## config.mk

```make
export PLATFORM = sky130hd
export DESIGN_NAME = multicycle_control_unit
export DESIGN_NICKNAME = d
export VERILOG_FILES = /design/src/rtl/multicycle_control_unit.sv
export SDC_FILE = /design/constraint.sdc
export NUM_CORES = 1
export LEC_CHECK = 0
export BUFFER_PORTS_ARGS = -buffer_cell sky130_fd_sc_hd__buf_2
export CORE_ASPECT_RATIO = 0.6
export CORE_UTILIZATION = 40
export CTS_CLUSTER_DIAMETER = 200
export DETAILED_ROUTE_END_ITERATION = 12
export PLACE_DENSITY_LB_ADDON = 0.2
export SLEW_MARGIN = 25
export SYNTH_ARGS = -nofsm -noshare
export SYNTH_HDL_FRONTEND = slang
export SYNTH_SLANG_ARGS = --single-unit
```

## constraint.sdc

```tcl
create_clock -name clk_i -period 5.1 [get_ports clk_i]
set_clock_uncertainty 0.1 [all_clocks]
set_input_delay 0.51 -clock clk_i [delete_from_list [all_inputs] [get_ports clk_i]]
set_output_delay 0.51 -clock clk_i [all_outputs]
set_load 0.005 [all_outputs]
```

## src/rtl/multicycle_control_unit.sv

```systemverilog
// Main sequencing FSM of the multicycle RV32I core: drives the shared datapath through
// fetch/decode/execute/memory/write-back, paces the memory handshake and traps on faults.
module multicycle_control_unit #(
    parameter int TIMEOUT_CYCLES = 255,
    parameter int INSTRET_W      = 32
) (
    input  logic                 clk_i,
    input  logic                 rst_ni,
    input  logic [6:0]           opcode_i,
    input  logic                 branch_taken_i,
    input  logic                 mem_ready_i,
    output logic                 mem_req_o,
    output logic                 mem_we_o,
    output logic                 ir_we_o,
    output logic                 pc_we_o,
    output logic [1:0]           pc_sel_o,
    output logic [1:0]           alu_a_sel_o,
    output logic                 alu_b_sel_o,
    output logic [1:0]           alu_op_o,
    output logic                 rf_we_o,
    output logic [1:0]           wb_sel_o,
    output logic                 instr_retired_o,
    output logic [INSTRET_W-1:0] instret_o,
    output logic                 illegal_instr_o,
    output logic                 bus_error_o,
    output logic [2:0]           state_o
);

    typedef enum logic [2:0] {
        S_RESET     = 3'd0,
        S_FETCH     = 3'd1,
        S_DECODE    = 3'd2,
        S_EXECUTE   = 3'd3,
        S_MEMORY    = 3'd4,
        S_WRITEBACK = 3'd5,
        S_TRAP      = 3'd7
    } state_e;

    typedef enum logic [3:0] {
        C_LUI, C_AUIPC, C_JAL, C_JALR, C_BRANCH, C_LOAD, C_STORE, C_OPIMM, C_OP, C_ILLEGAL
    } class_e;

    localparam int TW = (TIMEOUT_CYCLES > 1) ? $clog2(TIMEOUT_CYCLES) : 1;
    localparam logic [TW-1:0] TO_LAST = TW'((TIMEOUT_CYCLES > 0) ? TIMEOUT_CYCLES - 1 : 0);

    state_e                 state_q, state_d;
    class_e                 class_q, class_d;
    class_e                 dec_class;
    logic [TW-1:0]          timer_q, timer_d;
    logic [INSTRET_W-1:0]   instret_q, instret_d;
    logic                   illegal_q, illegal_d;
    logic                   bus_err_q, bus_err_d;
    logic                   wait_expired;
    logic [1:0]             a_sel, op_sel;
    logic                   b_sel;

    always_comb begin
        dec_class = C_ILLEGAL;
        case (opcode_i)
            7'b0110111: dec_class = C_LUI;
            7'b0010111: dec_class = C_AUIPC;
            7'b1101111: dec_class = C_JAL;
            7'b1100111: dec_class = C_JALR;
            7'b1100011: dec_class = C_BRANCH;
            7'b0000011: dec_class = C_LOAD;
            7'b0100011: dec_class = C_STORE;
            7'b0010011: dec_class = C_OPIMM;
            7'b0110011: dec_class = C_OP;
            default:    dec_class = C_ILLEGAL;
        endcase
    end

    always_comb begin
        a_sel  = 2'd0;
        b_sel  = 1'b1;
        op_sel = 2'd0;
        case (class_q)
            C_LUI:    a_sel = 2'd2;
            C_AUIPC:  a_sel = 2'd1;
            C_JAL:    a_sel = 2'd1;
            C_OP:     begin b_sel = 1'b0; op_sel = 2'd2; end
            C_OPIMM:  op_sel = 2'd2;
            C_BRANCH: begin b_sel = 1'b0; op_sel = 2'd1; end
            default:  ;
        endcase
    end

    // Only meaningful while a request is outstanding; a same-cycle ready wins over the timeout.
    assign wait_expired = (TIMEOUT_CYCLES != 0) && !mem_ready_i && (timer_q == TO_LAST);

    always_comb begin
        state_d         = state_q;
        class_d         = class_q;
        illegal_d       = illegal_q;
        bus_err_d       = bus_err_q;
        mem_req_o       = 1'b0;
        mem_we_o        = 1'b0;
        ir_we_o         = 1'b0;
        pc_we_o         = 1'b0;
        pc_sel_o        = 2'd0;
        alu_a_sel_o     = 2'd0;
        alu_b_sel_o     = 1'b0;
        alu_op_o        = 2'd0;
        rf_we_o         = 1'b0;
        wb_sel_o        = 2'd0;
        instr_retired_o = 1'b0;
        unique case (state_q)
            S_RESET: state_d = S_FETCH;
            S_FETCH: begin
                mem_req_o = 1'b1;
                if (mem_ready_i) begin
                    ir_we_o = 1'b1;
                    state_d = S_DECODE;
                end else if (wait_expired) begin
                    bus_err_d = 1'b1;
                    state_d   = S_TRAP;
                end
            end
            S_DECODE: begin
                class_d = dec_class;
                if (dec_class == C_ILLEGAL) begin
                    illegal_d = 1'b1;
                    state_d   = S_TRAP;
                end else begin
                    state_d = S_EXECUTE;
                end
            end
            S_EXECUTE: begin
                alu_a_sel_o = a_sel;
                alu_b_sel_o = b_sel;
                alu_op_o    = op_sel;
                if (class_q == C_BRANCH) begin
                    pc_we_o         = 1'b1;
                    pc_sel_o        = branch_taken_i ? 2'd1 : 2'd0;
                    instr_retired_o = 1'b1;
                    state_d         = S_FETCH;
                end else if (class_q == C_LOAD || class_q == C_STORE) begin
                    state_d = S_MEMORY;
                end else begin
                    state_d = S_WRITEBACK;
                end
            end
            S_MEMORY: begin
                alu_a_sel_o = a_sel;
                alu_b_sel_o = b_sel;
                alu_op_o    = op_sel;
                mem_req_o   = 1'b1;
                mem_we_o    = (class_q == C_STORE);
                if (mem_ready_i) begin
                    if (class_q == C_STORE) begin
                        pc_we_o         = 1'b1;
                        instr_retired_o = 1'b1;
                        state_d         = S_FETCH;
                    end else begin
                        state_d = S_WRITEBACK;
                    end
                end else if (wait_expired) begin
                    bus_err_d = 1'b1;
                    state_d   = S_TRAP;
                end
            end
            S_WRITEBACK: begin
                alu_a_sel_o     = a_sel;
                alu_b_sel_o     = b_sel;
                alu_op_o        = op_sel;
                rf_we_o         = 1'b1;
                pc_we_o         = 1'b1;
                instr_retired_o = 1'b1;
                if (class_q == C_LOAD) begin
                    wb_sel_o = 2'd1;
                end else if (class_q == C_JAL || class_q == C_JALR) begin
                    wb_sel_o = 2'd2;
                    pc_sel_o = 2'd2;
                end
                state_d = S_FETCH;
            end
            S_TRAP: ;
            default: state_d = S_RESET;
        endcase
    end

    // Wait counter restarts whenever the state changes, so it always measures the current access.
    always_comb begin
        timer_d = timer_q;
        if (state_d != state_q) begin
            timer_d = '0;
        end else if (mem_req_o && !mem_ready_i) begin
            timer_d = timer_q + TW'(1);
        end
        instret_d = instret_q + INSTRET_W'(instr_retired_o);
    end

    always_ff @(posedge clk_i or negedge rst_ni) begin
        if (!rst_ni) begin
            state_q   <= S_RESET;
            class_q   <= C_ILLEGAL;
            timer_q   <= '0;
            instret_q <= '0;
            illegal_q <= 1'b0;
            bus_err_q <= 1'b0;
        end else begin
            state_q   <= state_d;
            class_q   <= class_d;
            timer_q   <= timer_d;
            instret_q <= instret_d;
            illegal_q <= illegal_d;
            bus_err_q <= bus_err_d;
        end
    end

    assign instret_o       = instret_q;
    assign illegal_instr_o = illegal_q;
    assign bus_error_o     = bus_err_q;
    assign state_o         = state_q;

endmodule
```

### Word level (Yosys, flattened, before mapping)

Index checks and enable logic that the tools add are counted.
Widths: inputs -> output; s select.

* register bits after elaboration: 49
* input port bits: 11
* output and inout bits: 52
* word-level logic and storage cells: 84

* add/sub/neg operators: 2
* equality and inequality tests: 26
* mux-type cells: 33
* bitwise logic cells: 1
* reductions and logical operators: 16

Operator list (number)
* $pmux 4 s9: 1
* $add 32x1->32: 1
* $eq 7x6->1 const B: 3
* $eq 7x7->1 const B: 3
* $mux 3: 6
* $pmux 3 s6: 1
* $eq 4x3->1 const B: 4
* $mux 8: 2
* $eq 7x5->1 const B: 2
* $mux 1: 13
* $mux 2: 6
* $pmux 2 s2: 3
* $reduce_or 2->1: 5
* $eq 3x3->1 const B: 3
* $add 8x1->8 const B: 1
* $eq 4x2->1 const B: 2
* $eq 4x4->1 const B: 2
* $eq 8x8->1 const B: 1
* $eq 7x2->1 const B: 1
* $eq 3x2->1 const B: 2
* $eq 4x1->1 const B: 1
* $logic_not 4->1: 1
* $eq 3x1->1 const B: 1
* $logic_not 3->1: 1
* 10 further kinds: 12

### Longest topological paths before layout

* depth in word-level cells: 7
* gate-level depth with buffers: 11
* gate-level depth less buffers: 11

### Worst setup path before layout

No wires, ideal clock.

* path type: reg-to-reg
* start: register class_q[2]
* end: register instret_q[29] (netlist: instret_o[29])
* library setup time: 0.123 ns
* data arrival time: 2.652 ns
* required time: 4.877 ns
* path slack: 2.225 ns
* stages on the path, launching flop included: 10
* path buffers: 0
* clock period less this slack: 2.875 ns
* cells stage by stage: dfrtp_1 nor2b_1 nand2_1 o32ai_1 ha_1 nand3_1 or3_4 nor4_4 nand3_1 xnor2_1

* cells in the longest elaborated chain, start to end: 5
* elaborated cells on any way between the ends: 7
* classes of those cells: add/sub: 1; eq/ne: 2; mux: 4

RTL lines
* from (decl): RTL line 47 `class_e class_q, class_d;`
* from (signal assigned): RTL line 203 `class_q <= class_d;`
* $eq 4x3->1: RTL line 150 `if (class_q == C_STORE) begin`
* $mux 1: RTL line 150
* $mux 1: RTL line 149 `if (mem_ready_i) begin`
* $pmux 1 s3 *: RTL line 107 `unique case (state_q)`
* via instr_retired_o: RTL line 22 `output logic instr_retired_o,`
* $add 32x1->32 *: RTL line 190 `instret_d = instret_q + INSTRET_W'(instr_retired_o);`
* via instret_d[29]: RTL line 50 `logic [INSTRET_W-1:0] instret_q, instret_d;`
* to (signal assigned): RTL line 205 `instret_q <= instret_d;`
* to (decl): RTL line 50

Mark *: on every way through the listed nets, which the timed path passes. The rest lies on a longest branch.
A chain may end at the register's enable or synchronous reset.

### Worst setup path after layout

* start: register class_q[2]
* end: register instret_q[26] (netlist: instret_o[26])

* cells in the longest elaborated chain, start to end: 5
* elaborated cells on any way between the ends: 7
* classes of those cells: add/sub: 1; eq/ne: 2; mux: 4

RTL lines (RTL line)
* $eq 4x3->1: 150
* $mux 1: 150
* $mux 1: 149
* $pmux 1 s3 *: 107
* $add 32x1->32 *: 190
* via instret_d[26]: 50

Marks and branches as above.

==> impl_results.md <==
- Top cell type by total area after synthesis: dfrtp_1
- Setup Buffers After CTS: 0
- Proportion of layout cells with a drive suffix above 1: 0.2557
- Simple-gate area share of the yosys netlist: 0.2473
- Met3 usage: 0.04451
- Fillers: 543
- Layout Nets: 323
- Multiplexer share of the synthesized area: 0.01299
- Hpwl dp: 4093 um
- Die area: 6593 sq um
- Average wire per standard cell: 13.93 um
- Mapped Nets: 262
- ANT cells: 0
- Setup violations, final: 0
- CP startpoint kind: flip-flop
- Initial antenna violation count: 0
- Final hold violation count: 0
- Post-synth EDFFs: 0
- FFs w/ async S/R, synth: 1.000
- PnR Total Power: 0.001103 W
- Initial core utilization: 0.4314
- CTS Hold Bufs: 0
- Yosys reg bits: 49
- Power Density: 370.4 nW/um^2
- Synth top area share: 0.4695
- Tcrit/Tclk final: 0.6466
- Grt met1 use: 0.2932
- Placed cell areas: 2885 sq um
- CTS Sinks: 49
- Register area share after synthesis: 0.4905
- WL final: 5418 um
- Io pins: 63
- Most used flip-flop cell after synthesis: dfrtp_1
- Via count: 1,972
- Largest net degree at the start of global routing: 50
- Met2 Usage GRT: 0.2200
- Cell Chain, Critical Path: nor2b_1, nand2_1, o32ai_1, ha_1, ha_1, nand2_1, or3_1, nor3_1, nand3_1, xnor2_1
- Cells after Synth: 247
- Core Area: 5807 sq um
- # rows: 21
- CP Class: reg2reg
- Slew HR: 0.5312
- Iter 0 DRT Violations: 119
- Max-slew violations: 0
- DRC Markers: 0
- Synth Area in Adders: 0.01998
- Distinct cells, synth: 42
- Area Growth Syn to Fin: 18.93%
- First-pass GRT wire length: 9135 um
- Worst EP arrival: 3.39 ns
- Hold crit path type: in2async
- Number of gates resized after CTS: 0
- Outcome: finished clean
- Remaining Overflow, GRT: 0
- Antenna viol nets, final: 0
- Largest cells by area after synthesis: dfrtp_1, xnor2_1, xor2_1
- Largest family of logic cells by synthesized area: simple AND/OR/NAND/NOR gates
- Die Y: 63.30 um
- Crit-path slowest cell: o32ai_1
- Fin Setup TNS: 0 ns
- Max Fclk: 0.3032 GHz
- Worst-margin pin slew: 0.7019 ns
- Reg area: 1229 sq um
- Setup repair after global routing missed its margin: no
- Leakage: 1.487 nW
- CTS tree: yes
- Count of input and output buffers: 62
- Area of the multi-input gates: 1221 sq um
- Post-synthesis xor/xnor area fraction: 0.1399
- Number of buffers created by CTS: 5
- H-tree depth: 2
- Longest Clk Path Bufs: 2
- Clk_lat worst skew: 0.30 ns
- CP required: 5.19 ns
- Vias per inst: 5.069
- GRT Overall Usage: 0.1760
- Max-cap violations: 0
- Chip width: 104.2 um
- CP max stage delay: 0.47 ns
- Synth Area in Compound Gates: 0.06543
- CP endpoint kind: flip-flop
- Final instance area: 2979 sq um
- Synthesized area per cell: 10.14 sq um
- GPL Wtd Cong: 0.8917
- Vias in the first global route: 1,779
- YS warnings: 0
- Peak fanout along the critical path: 6
- Maximum VDD drop: 0.0001821 V
- Synth Cell Area: 2505 sq um
- Clock transition at path regs: 0.09 ns
- Final min period: 3.298 ns
- CTS root buf: clkbuf_8
- Iteration count of the initial detailed-routing pass: 4
- Busiest layer in global routing: met1
path summary, 6_finish.rpt:
kind / from / to / slack, ns / depth (start not counted)
setup / recovery: class_q[2] / instret_o[26] / 1.80 / 10
hold / removal: rst_ni / state_o[0] / 0.11 / 1
setup reg to reg: class_q[2] / instret_o[26] / 1.80 / 10
hold reg to reg: bus_error_o / bus_error_o / 0.37 / 1
max in group asynchronous: rst_ni / illegal_instr_o / 4.35 / 1
min in group clk_i: bus_error_o / bus_error_o / 0.37 / 1
critical path: cells and delay by family (launching register included):
family	cells	cell delay, ns
adders and majority gates	2	0.49
and+or+nand+nor	6	1.60
xor gates and xnor gates	1	0.14
AOI/OAI and AO/OA	1	0.47
DFF	1	0.41
cell usage after synthesis, types with 2 or more instances:
cell	count
dfstp_2	2
nand4_1	8
nand2_1	18
nor4_1	8
ha_1	4
o21ai_0	7
xor2_1	19
mux2_2	2
and4_1	4
buf_2	3
nor2_1	20
a211oi_1	2
nor2b_1	3
nand2b_1	6
dfrtp_1	47
and3_1	8
inv_1	6
a31oi_1	2
clkbuf_1	4
a21oi_1	7
xnor2_1	21
nor3_1	6
nand3_1	21
kinds of logic after synthesis:
group                      Yosys count
and+or+nand+nor                    111
DFF                                 49
xor gates and xnor gates            40
AOI/OAI and AO/OA                   26
buffers and inverters               14
adders and majority gates            4
muxes                                3
registers in the layout, summed over array words and instances, names as in the netlist:
register,flops
timer_q,8
illegal_instr_o,1
bus_error_o,1
class_q,4
instret_o,32
state_o,3
metal layers:
layer | vias to the layer above | wire length [um]
li1 | 993 | -
met1 | 931 | 3076
met2 | 43 | 2001
met3 | 5 | 303
met4 | 0 | 36
met5 | - | 0
through the flow:
stage | util | hold slack, ns | worst slack, ns | std cells
after floorplan | - | 0.1144 | 2.225 | 247
after global placement | 0.4956 | 0.3683 | 1.995 | 381
after detailed placement | 0.4969 | 0.3726 | 1.812 | 381
after CTS | 0.5130 | 0.1417 | 1.812 | 389
after global routing | 0.5130 | 0.1631 | 1.484 | 389
final | 0.5130 | 0.1125 | 1.802 | 389
layout make-up:
class | count | share of cell area
Inverter | 6 | 0.007560
Sequential cell | 49 | 0.4124
Timing Repair Buffer | 62 | 0.1050
Multi-Input combinational cell | 184 | 0.4099
Tap cell | 80 | 0.03360
Clock inverter | 1 | 0.002520
Clock buffer | 7 | 0.02898
cell usage in the layout (no fill, tap or decap), types with 2 or more instances in the layout:
master | Yosys | layout
buf_2 | 3 | 61
dfrtp_1 | 47 | 47
nand3_1 | 21 | 21
xnor2_1 | 21 | 21
nor2_1 | 20 | 20
xor2_1 | 19 | 19
nand2_1 | 18 | 18
and3_1 | 8 | 8
nor4_1 | 8 | 8
nand4_1 | 8 | 8
o21ai_0 | 7 | 7
a21oi_1 | 7 | 7
nand2b_1 | 6 | 6
nor3_1 | 6 | 6
inv_1 | 6 | 6
clkbuf_8 | 0 | 6
and4_1 | 4 | 4
ha_1 | 4 | 4
nor2b_1 | 3 | 3
a31oi_1 | 2 | 2
mux2_2 | 2 | 2
dfstp_2 | 2 | 2
power by group:
group,switching (W),internal [W]
Clock,0.000128,0.000110
Sequential,0.000106,0.000446
Combinational,0.000171,0.000141
No activity file was read; power rests on OpenSTA's default activity.
